--- src/rtl/pl_preload_ctl.sv ---
// Preload bus initiator for the TDP18K RAM chain: streams words into one RAM (or all of them
// via PL_INIT), or reads a RAM back and counts mismatches against the incoming stream.
module pl_preload_ctl #(
    parameter int ADDR_WIDTH = 11,
    parameter int DATA_WIDTH = 18,
    parameter int ID_WIDTH   = 16,
    parameter int RD_LAT     = 1
) (
    input  logic                  PL_CLK,
    input  logic                  PL_RESET_N,
    input  logic                  CMD_VALID,
    output logic                  CMD_READY,
    input  logic                  CMD_OP,
    input  logic                  CMD_BCAST,
    input  logic [ID_WIDTH-1:0]   CMD_RAM_ID,
    input  logic [ADDR_WIDTH-1:0] CMD_ADDR,
    input  logic [ADDR_WIDTH-1:0] CMD_LEN,
    input  logic                  DIN_VALID,
    output logic                  DIN_READY,
    input  logic [DATA_WIDTH-1:0] DIN_DATA,
    output logic                  PL_INIT,
    output logic                  PL_ENA,
    output logic                  PL_WEN,
    output logic                  PL_REN,
    output logic [31:0]           PL_ADDR,
    output logic [DATA_WIDTH-1:0] PL_DATA_IN,
    input  logic [DATA_WIDTH-1:0] PL_DATA_OUT,
    output logic                  BUSY,
    output logic                  DONE,
    output logic                  ERR,
    output logic [11:0]           ERR_CNT,
    output logic [ADDR_WIDTH-1:0] ERR_ADDR
);

    typedef enum logic [2:0] {
        S_IDLE,
        S_WRITE,
        S_VERIFY,
        S_DRAIN,
        S_DONE
    } state_t;

    localparam logic [ADDR_WIDTH:0]   REM_ONE    = (ADDR_WIDTH+1)'(1);
    localparam logic [ADDR_WIDTH-1:0] ADDR_ONE   = ADDR_WIDTH'(1);
    localparam logic [1:0]            DRAIN_LAST = 2'(RD_LAT);

    state_t                r_state;
    logic                  r_cmd_ready;
    logic                  r_din_ready;
    logic                  r_init;
    logic                  r_ena;
    logic                  r_wen;
    logic                  r_ren;
    logic [31:0]           r_pl_addr;
    logic [DATA_WIDTH-1:0] r_data_in;
    logic                  r_busy;
    logic                  r_done;
    logic [ID_WIDTH-1:0]   r_ram_id;
    logic [ADDR_WIDTH-1:0] r_addr;
    logic [ADDR_WIDTH:0]   r_remaining;
    logic [1:0]            r_drain_cnt;

    logic                  r_err;
    logic [11:0]           r_err_cnt;
    logic [ADDR_WIDTH-1:0] r_err_addr;

    logic                  r_pipe_vld  [0:RD_LAT];
    logic [DATA_WIDTH-1:0] r_pipe_data [0:RD_LAT];
    logic [ADDR_WIDTH-1:0] r_pipe_addr [0:RD_LAT];

    logic                  w_accept;
    logic                  w_fire;
    logic                  w_mismatch;
    logic [31:0]           w_pl_addr_next;

    assign w_accept   = r_cmd_ready & CMD_VALID;
    assign w_fire     = r_din_ready & DIN_VALID;
    assign w_mismatch = r_pipe_vld[RD_LAT] && (PL_DATA_OUT != r_pipe_data[RD_LAT]);

    // Bus address layout: RAM id in the top bits, zero padding, word address at the bottom.
    always_comb begin
        w_pl_addr_next                   = '0;
        w_pl_addr_next[ADDR_WIDTH-1:0]   = r_addr;
        w_pl_addr_next[31 -: ID_WIDTH]   = r_ram_id;
    end

    always_ff @(posedge PL_CLK or negedge PL_RESET_N) begin
        if (!PL_RESET_N) begin
            r_state     <= S_IDLE;
            r_cmd_ready <= 1'b0;
            r_din_ready <= 1'b0;
            r_init      <= 1'b0;
            r_ena       <= 1'b0;
            r_wen       <= 1'b0;
            r_ren       <= 1'b0;
            r_pl_addr   <= '0;
            r_data_in   <= '0;
            r_busy      <= 1'b0;
            r_done      <= 1'b0;
            r_ram_id    <= '0;
            r_addr      <= '0;
            r_remaining <= '0;
            r_drain_cnt <= '0;
        end else begin
            r_wen  <= 1'b0;
            r_ren  <= 1'b0;
            r_done <= 1'b0;
            case (r_state)
                S_IDLE: begin
                    r_cmd_ready <= 1'b1;
                    if (w_accept) begin
                        r_cmd_ready <= 1'b0;
                        r_busy      <= 1'b1;
                        r_ena       <= 1'b1;
                        r_init      <= ~CMD_OP & CMD_BCAST;
                        r_ram_id    <= CMD_RAM_ID;
                        r_addr      <= CMD_ADDR;
                        r_remaining <= {1'b0, CMD_LEN} + REM_ONE;
                        r_din_ready <= 1'b1;
                        if (CMD_OP) begin
                            r_state   <= S_VERIFY;
                            r_data_in <= '0;
                        end else begin
                            r_state   <= S_WRITE;
                        end
                    end
                end
                // The state is held one extra cycle after the last handshake so the final
                // bus beat is still issued inside WRITE/VERIFY.
                S_WRITE, S_VERIFY: begin
                    if (w_fire) begin
                        r_pl_addr   <= w_pl_addr_next;
                        r_addr      <= r_addr + ADDR_ONE;
                        r_remaining <= r_remaining - REM_ONE;
                        if (r_remaining == REM_ONE) begin
                            r_din_ready <= 1'b0;
                        end
                        if (r_state == S_WRITE) begin
                            r_wen     <= 1'b1;
                            r_data_in <= DIN_DATA;
                        end else begin
                            r_ren     <= 1'b1;
                        end
                    end else if (!r_din_ready) begin
                        if (r_state == S_WRITE) begin
                            r_state <= S_DONE;
                            r_ena   <= 1'b0;
                            r_init  <= 1'b0;
                        end else begin
                            r_state     <= S_DRAIN;
                            r_drain_cnt <= '0;
                        end
                    end
                end
                S_DRAIN: begin
                    if (r_drain_cnt == DRAIN_LAST) begin
                        r_state <= S_DONE;
                        r_ena   <= 1'b0;
                    end else begin
                        r_drain_cnt <= r_drain_cnt + 2'd1;
                    end
                end
                S_DONE: begin
                    r_done      <= 1'b1;
                    r_busy      <= 1'b0;
                    r_cmd_ready <= 1'b1;
                    r_state     <= S_IDLE;
                end
                default: begin
                    r_state <= S_IDLE;
                end
            endcase
        end
    end

    // Expected word and its address travel alongside the RAM read latency.
    always_ff @(posedge PL_CLK or negedge PL_RESET_N) begin
        if (!PL_RESET_N) begin
            for (int k = 0; k <= RD_LAT; k++) begin
                r_pipe_vld[k]  <= 1'b0;
                r_pipe_data[k] <= '0;
                r_pipe_addr[k] <= '0;
            end
        end else begin
            r_pipe_vld[0]  <= w_fire && (r_state == S_VERIFY);
            r_pipe_data[0] <= DIN_DATA;
            r_pipe_addr[0] <= r_addr;
            for (int k = 1; k <= RD_LAT; k++) begin
                r_pipe_vld[k]  <= r_pipe_vld[k-1];
                r_pipe_data[k] <= r_pipe_data[k-1];
                r_pipe_addr[k] <= r_pipe_addr[k-1];
            end
        end
    end

    always_ff @(posedge PL_CLK or negedge PL_RESET_N) begin
        if (!PL_RESET_N) begin
            r_err      <= 1'b0;
            r_err_cnt  <= '0;
            r_err_addr <= '0;
        end else if (w_accept) begin
            r_err      <= 1'b0;
            r_err_cnt  <= '0;
            r_err_addr <= '0;
        end else if (w_mismatch) begin
            r_err <= 1'b1;
            if (r_err_cnt != 12'hFFF) begin
                r_err_cnt <= r_err_cnt + 12'd1;
            end
            if (r_err_cnt == 12'd0) begin
                r_err_addr <= r_pipe_addr[RD_LAT];
            end
        end
    end

    assign CMD_READY  = r_cmd_ready;
    assign DIN_READY  = r_din_ready;
    assign PL_INIT    = r_init;
    assign PL_ENA     = r_ena;
    assign PL_WEN     = r_wen;
    assign PL_REN     = r_ren;
    assign PL_ADDR    = r_pl_addr;
    assign PL_DATA_IN = r_data_in;
    assign BUSY       = r_busy;
    assign DONE       = r_done;
    assign ERR        = r_err;
    assign ERR_CNT    = r_err_cnt;
    assign ERR_ADDR   = r_err_addr;

endmodule

--- config.mk ---
export PLATFORM = sky130hd
export DESIGN_NAME = pl_preload_ctl
export DESIGN_NICKNAME = d
export VERILOG_FILES = /design/src/rtl/pl_preload_ctl.sv
export SDC_FILE = /design/constraint.sdc
export NUM_CORES = 1
export LEC_CHECK = 0
export CAP_MARGIN = 5
export CORE_MARGIN = 1.5
export CORE_UTILIZATION = 50
export CTS_CLUSTER_SIZE = 20
export DETAILED_ROUTE_END_ITERATION = 12
export GPL_ROUTABILITY_DRIVEN = 0
export PLACE_DENSITY = 0.83
export SLEW_MARGIN = 20
export SYNTH_ARGS = -nofsm -noshare
export SYNTH_HDL_FRONTEND = slang
export SYNTH_SLANG_ARGS = --single-unit
--- constraint.sdc ---
create_clock -name PL_CLK -period 2 [get_ports PL_CLK]
set_input_delay 0.6 -clock PL_CLK [delete_from_list [all_inputs] [get_ports PL_CLK]]
set_output_delay 0.6 -clock PL_CLK [all_outputs]
set_load 0.005 [all_outputs]
== Word level (Yosys, flattened, before mapping) ==
Index checks and enable logic that the tools add are counted.

* Bits in latches: 0
* Register bits: 181
* ROM bits: 0
* Bits of input ports: 80
* Logic and storage cells: 127
* Output and inout bits: 82
* Bits in writable memories: 0
* Memories kept: 0

* Add/sub/neg operators: 5
* Div/mod/pow operators: 0
* Magnitude comparators: 0
* Shift operators: 0
* Reduce and logical (&&, ||, !) cells: 24
* $mul: 0
* Bitwise gates (word level): 4
* Equality and inequality tests: 18
* Muxes and demuxes: 52

{| class="wikitable"
|+ Operators with widths
! cell !! number
|-
| $mux 18 || 4
|-
| $mux 12 || 5
|-
| $mux 11 || 5
|-
| $pmux 18 s2 || 1
|-
| $pmux 12 s2 || 1
|-
| $pmux 11 s2 || 1
|-
| $ne 2x2->1 const B || 10
|-
| $mux 1 || 18
|-
| $ne 18x18->1 || 1
|-
| $mux 3 || 5
|-
| $reduce_and 5->1 || 3
|-
| $add 11x1->12 const B || 1
|-
| $add 12x1->12 const B || 1
|-
| $eq 12x1->1 const B || 1
|-
| $logic_not 12->1 || 1
|-
| $ne 12x12->1 const B || 1
|-
| $reduce_bool 2->1 || 6
|-
| $sub 12x1->12 const B || 1
|-
| $add 11x1->11 const B || 1
|-
| $mux 2 || 5
|-
| $reduce_and 2->1 || 5
|-
| $pmux 3 s3 || 1
|-
| $pmux 1 s2 || 4
|-
| $reduce_and 4->1 || 2
|-
| other kinds (15) || 19
|}

== Longest topological paths before layout ==
* Depth after elaboration: 5
* Gate-level depth with buffers: 9
* Gate-level depth less buffers: 8

== Worst setup path after synthesis ==
No wires, ideal clock.

* Kind: in2reg
* From: input PL_DATA_OUT[9]
* To: register r_err_addr[0] (netlist: ERR_ADDR[0])
* Library setup time: 0.121 ns
* Setup slack: 0.173 ns
* Buffers on the path: 1
* Required time: 1.879 ns
* Stages on the path: 7
* Arrival time: 1.706 ns
* Path through: xnor2_1 nand4_1 nor3_2 a21boi_2 and3_1 buf_2 a22o_1

* Word-level cells in the longest chain between the ends: 4

{| class="wikitable"
|+ Ends and longest elaborated chain
! element !! line !! RTL
|-
| start: declaration || 27 || <nowiki>input logic [DATA_WIDTH-1:0] PL_DATA_OUT,</nowiki>
|-
| $ne 18x18->1 || 78 || <nowiki>assign w_mismatch = r_pipe_vld[RD_LAT] && (PL_DATA_OUT != r_pipe_data[RD_LAT]);</nowiki>
|-
| $logic_and 1x1->1 || 78 ||
|-
| $reduce_bool 2->1 (no source line) || -- ||
|-
| $reduce_and 2->1 (no source line) || -- ||
|-
| end signal: assignment || 211 || <nowiki>r_err_addr <= r_pipe_addr[RD_LAT];</nowiki>
|-
| end: declaration || 65 || <nowiki>logic [ADDR_WIDTH-1:0] r_err_addr;</nowiki>
|}

No other way between the ends.
A chain may end at the register's enable or synchronous reset.

== Worst setup path in the final report ==
* From: input PL_DATA_OUT[10]
* To: register r_err_cnt[11] (netlist: ERR_CNT[11])

* Word-level cells in the longest chain between the ends: 4

{| class="wikitable"
|+ Ends and longest elaborated chain
! element !! line !! RTL
|-
| $ne 18x18->1 || 78 ||
|-
| $logic_and 1x1->1 || 78 ||
|-
| $reduce_bool 2->1 (no source line) || -- ||
|-
| $reduce_and 2->1 (no source line) || -- ||
|-
| end signal: assignment || 208 || <nowiki>r_err_cnt <= r_err_cnt + 12'd1;</nowiki>
|-
| end: declaration || 64 || <nowiki>logic [11:0] r_err_cnt;</nowiki>
|}

No other way between the ends.

==> out/metrics.cfg <==
[pwr]
p_per_area_mw_per_mm2 = 1520
p_leak_nw = 4.65
ir_worst_vdd_mv = 0.929

[yosys]
avgSynthCellArea_sq_um = 11.6
yosysUniqueCellTypes = 62
synthesis.area_sq_mm = 0.00746
yosys_register_bits = 181
synth_async_sr_flop_share = 1.00
yosysSeqAreaShare = 0.607
synth_flop_cell = dfrtp_1
postSynthCellCount = 645
synth_edf_count = 0
ys.warnings.count = 0

[sta]
finalSetupViolCount = 5
fin_ws_ns = -0.0786
rsz0062_at_grt = yes
period_share = 1.04
fin_crit_ns = 2.08
finalHoldViolCount = 0
setup-tns-final_ns = -0.143
skew_ns = 0.0101
holdWs_ns = 0.0830
fmax_ghz = 0.481
report.final.slew_viol_count = 0

[routing]
drt-total-wl_um = 18300
dr_total_vias = 5871
drtPass1Iterations = 5
detail_route.drc_violations = 0
antenna_left = 0
viasPerCell = 5.61
detail_route.wl_per_cell_um = 17.5
drtIter0Drc = 541

[global_routing]
grt_overflow = 0
grt_pass1_wl_um = 29300
grt_max_degree = 56
track_usage = 0.234
grt_pass1_vias = 5876
antenna_found_initial = 0

[worst_setup_path]
r2r_end = ERR_ADDR[3]
critPathMaxStageDelay_ns = 0.48
crit_type = in2reg
cp-end-kind = flop
r2r-start = ERR_CNT[0]
crit_path_start = PL_DATA_OUT[10]
worstPathRequired_ns = 2.30
critPathArrivalTime_ns = 2.37
cpMostUsedCell = buf_4
start_kind = primary input
crit_fanout = 5
reg2reg_slack_ns = 0.02
cp_slowest_cell = clkdlybuf4s50_1
crit_path_cell_trace = clkdlybuf4s50_1, xor2_1, nor3_4, buf_4, a21bo_4, buf_4, o41ai_1, nor2_1
reg2regPathDepth = 9

[die]
fp.dieH_um = 125
die_w_um = 125
die_area_sq_mm = 0.0157
initial_utilization = 0.513
ioPinCount = 162
std_cell_rows = 44
core_area_sq_mm = 0.0145

[place]
dp_hpwl_um = 12600
io_buffers = 156

[status]
violations = setup timing
status = finished, violations left

[clocking]
cts_max_level = 4
clk_pin_slew_ns = 0.07
clock_latency_ns = 0.43
cts_tree = yes
clk_path_buf_depth = 2
cts_sinks = 181
numCtsBuffers = 17
root_buffer = clkbuf_16
postCtsHoldBufs = 0

[finish]
layout.nets = 936
diodes = 0
fillers = 965
layout_common_cells = 175 x dfrtp_1, 132 x clkdlybuf4s50_1, 75 x nand2_1, 44 x mux2_2, 43 x buf_4
syn2layout_area_growth_pct = 39.4
drive_gt1_frac = 0.202
final_common_cell = dfrtp_1

[min_path]
min_path_type = in2async

[run]
drv_cap = 0

==> power by group <==
group | switching [mW] | internal, mW | total [mW]
registers | 0.951 | 4.99 | 5.94
clock network | 1.42 | 2.14 | 3.57
logic | 2.96 | 3.37 | 6.33
total | 5.33 | 10.5 | 15.8
==> synth_stat cells, types with 5 or more instances <==
master	n	area share
a21oi_1	36	0.024
o22ai_1	7	0.0059
a22o_1	16	0.019
xnor2_1	19	0.022
nand3_1	20	0.013
nand2b_1	6	0.0050
ha_1	7	0.012
o21ai_0	29	0.019
xor2_1	8	0.0094
buf_4	10	0.010
nand4_1	7	0.0059
dfrtp_1	181	0.61
nand2_1	75	0.038
mux2_2	44	0.066
nor2_1	39	0.020
o21ai_1	18	0.012
a31oi_1	9	0.0075
buf_2	19	0.013
a41o_1	5	0.0067
inv_1	15	0.0075
nor3_1	12	0.0081
==> per-layer routing <==
metal  vias up  global-route usage  share of wire
met3        44              0.0543          0.068
met2       260               0.396           0.50
met5         -                   0              0
li1       2667                   -              -
met1      2900               0.296           0.41
met4         0              0.0842          0.021
==> cell families after synthesis <==
logic type	count (synthesis)	synth area share
DFF	181	0.607
xor gates and xnor gates	27	0.0317
muxes	45	0.0678
other	1	0.000503
adders and majority gates	7	0.0117
buffers and inverters	49	0.0336
and+or+nand+nor	196	0.131
AOI/OAI and AO/OA	139	0.116
==> sequential cells by signal, summed over array words and instances, names as in the netlist, 2 cells and up <==
name and cells:
ERR_ADDR 11, ERR_CNT 12, PL_ADDR 27, PL_DATA_IN 18, r_addr 11, r_drain_cnt 2, r_pipe_addr 22, r_pipe_data 36
r_pipe_vld 2, r_ram_id 16, r_remaining 12, r_state 3
==> worst max-delay path by stage <==
stage | end | slack [ns] | depth (start not counted)
after global routing | ERR_CNT[11] | -0.1 | 8
after detailed placement | ERR_CNT[5] | -0.53 | 9
after floorplan | ERR_ADDR[0] | 0.17 | 7
final | ERR_CNT[11] | -0.08 | 8
after CTS | ERR_CNT[5] | -0.02 | 9
after global placement | ERR_CNT[5] | -0.51 | 9
==> critical path, delay by kind of cell <==
kind            cells  cell delay [ns]
xor+xnor            1             0.25
compound gates      2             0.55
buf+inv             3             0.77
simple gates        2             0.20
==> area by class of cell <==
class / instances / area [sq um] / share of cell area
clock buffer: 19 / 443 / 0.0426
sequential: 181 / 4540 / 0.436
timing repair buffer: 215 / 2160 / 0.208
inverter: 15 / 56.3 / 0.00542
multi-input combinational: 419 / 2770 / 0.267
tap: 184 / 230 / 0.0221
clock inverter: 13 / 195 / 0.0188
==> repair_timing <==
action                                  CTS  global route
hold endpoints to repair                  0             0
resized for setup                        22            29
setup buffers                             4            12
cloned                                    0             1
endpoints found under the setup margin   15            30
pin swaps                                 5            15
==> per-stage QoR <==
step           power [mW]  area [sq um]  worst slack, ns  cells  utilization
2_1_floorplan        9.20          7470            0.173    649            -
3_5_place_dp         12.1          9500           -0.532    997        0.654
4_1_cts              15.8         10200          -0.0233   1033        0.701
3_3_place_gp         11.7          9500           -0.512    997        0.654
5_1_grt              16.8         10400          -0.0969   1046        0.715
6_report             15.8         10400          -0.0786   1046        0.715
(Power assumes the default switching activity.)
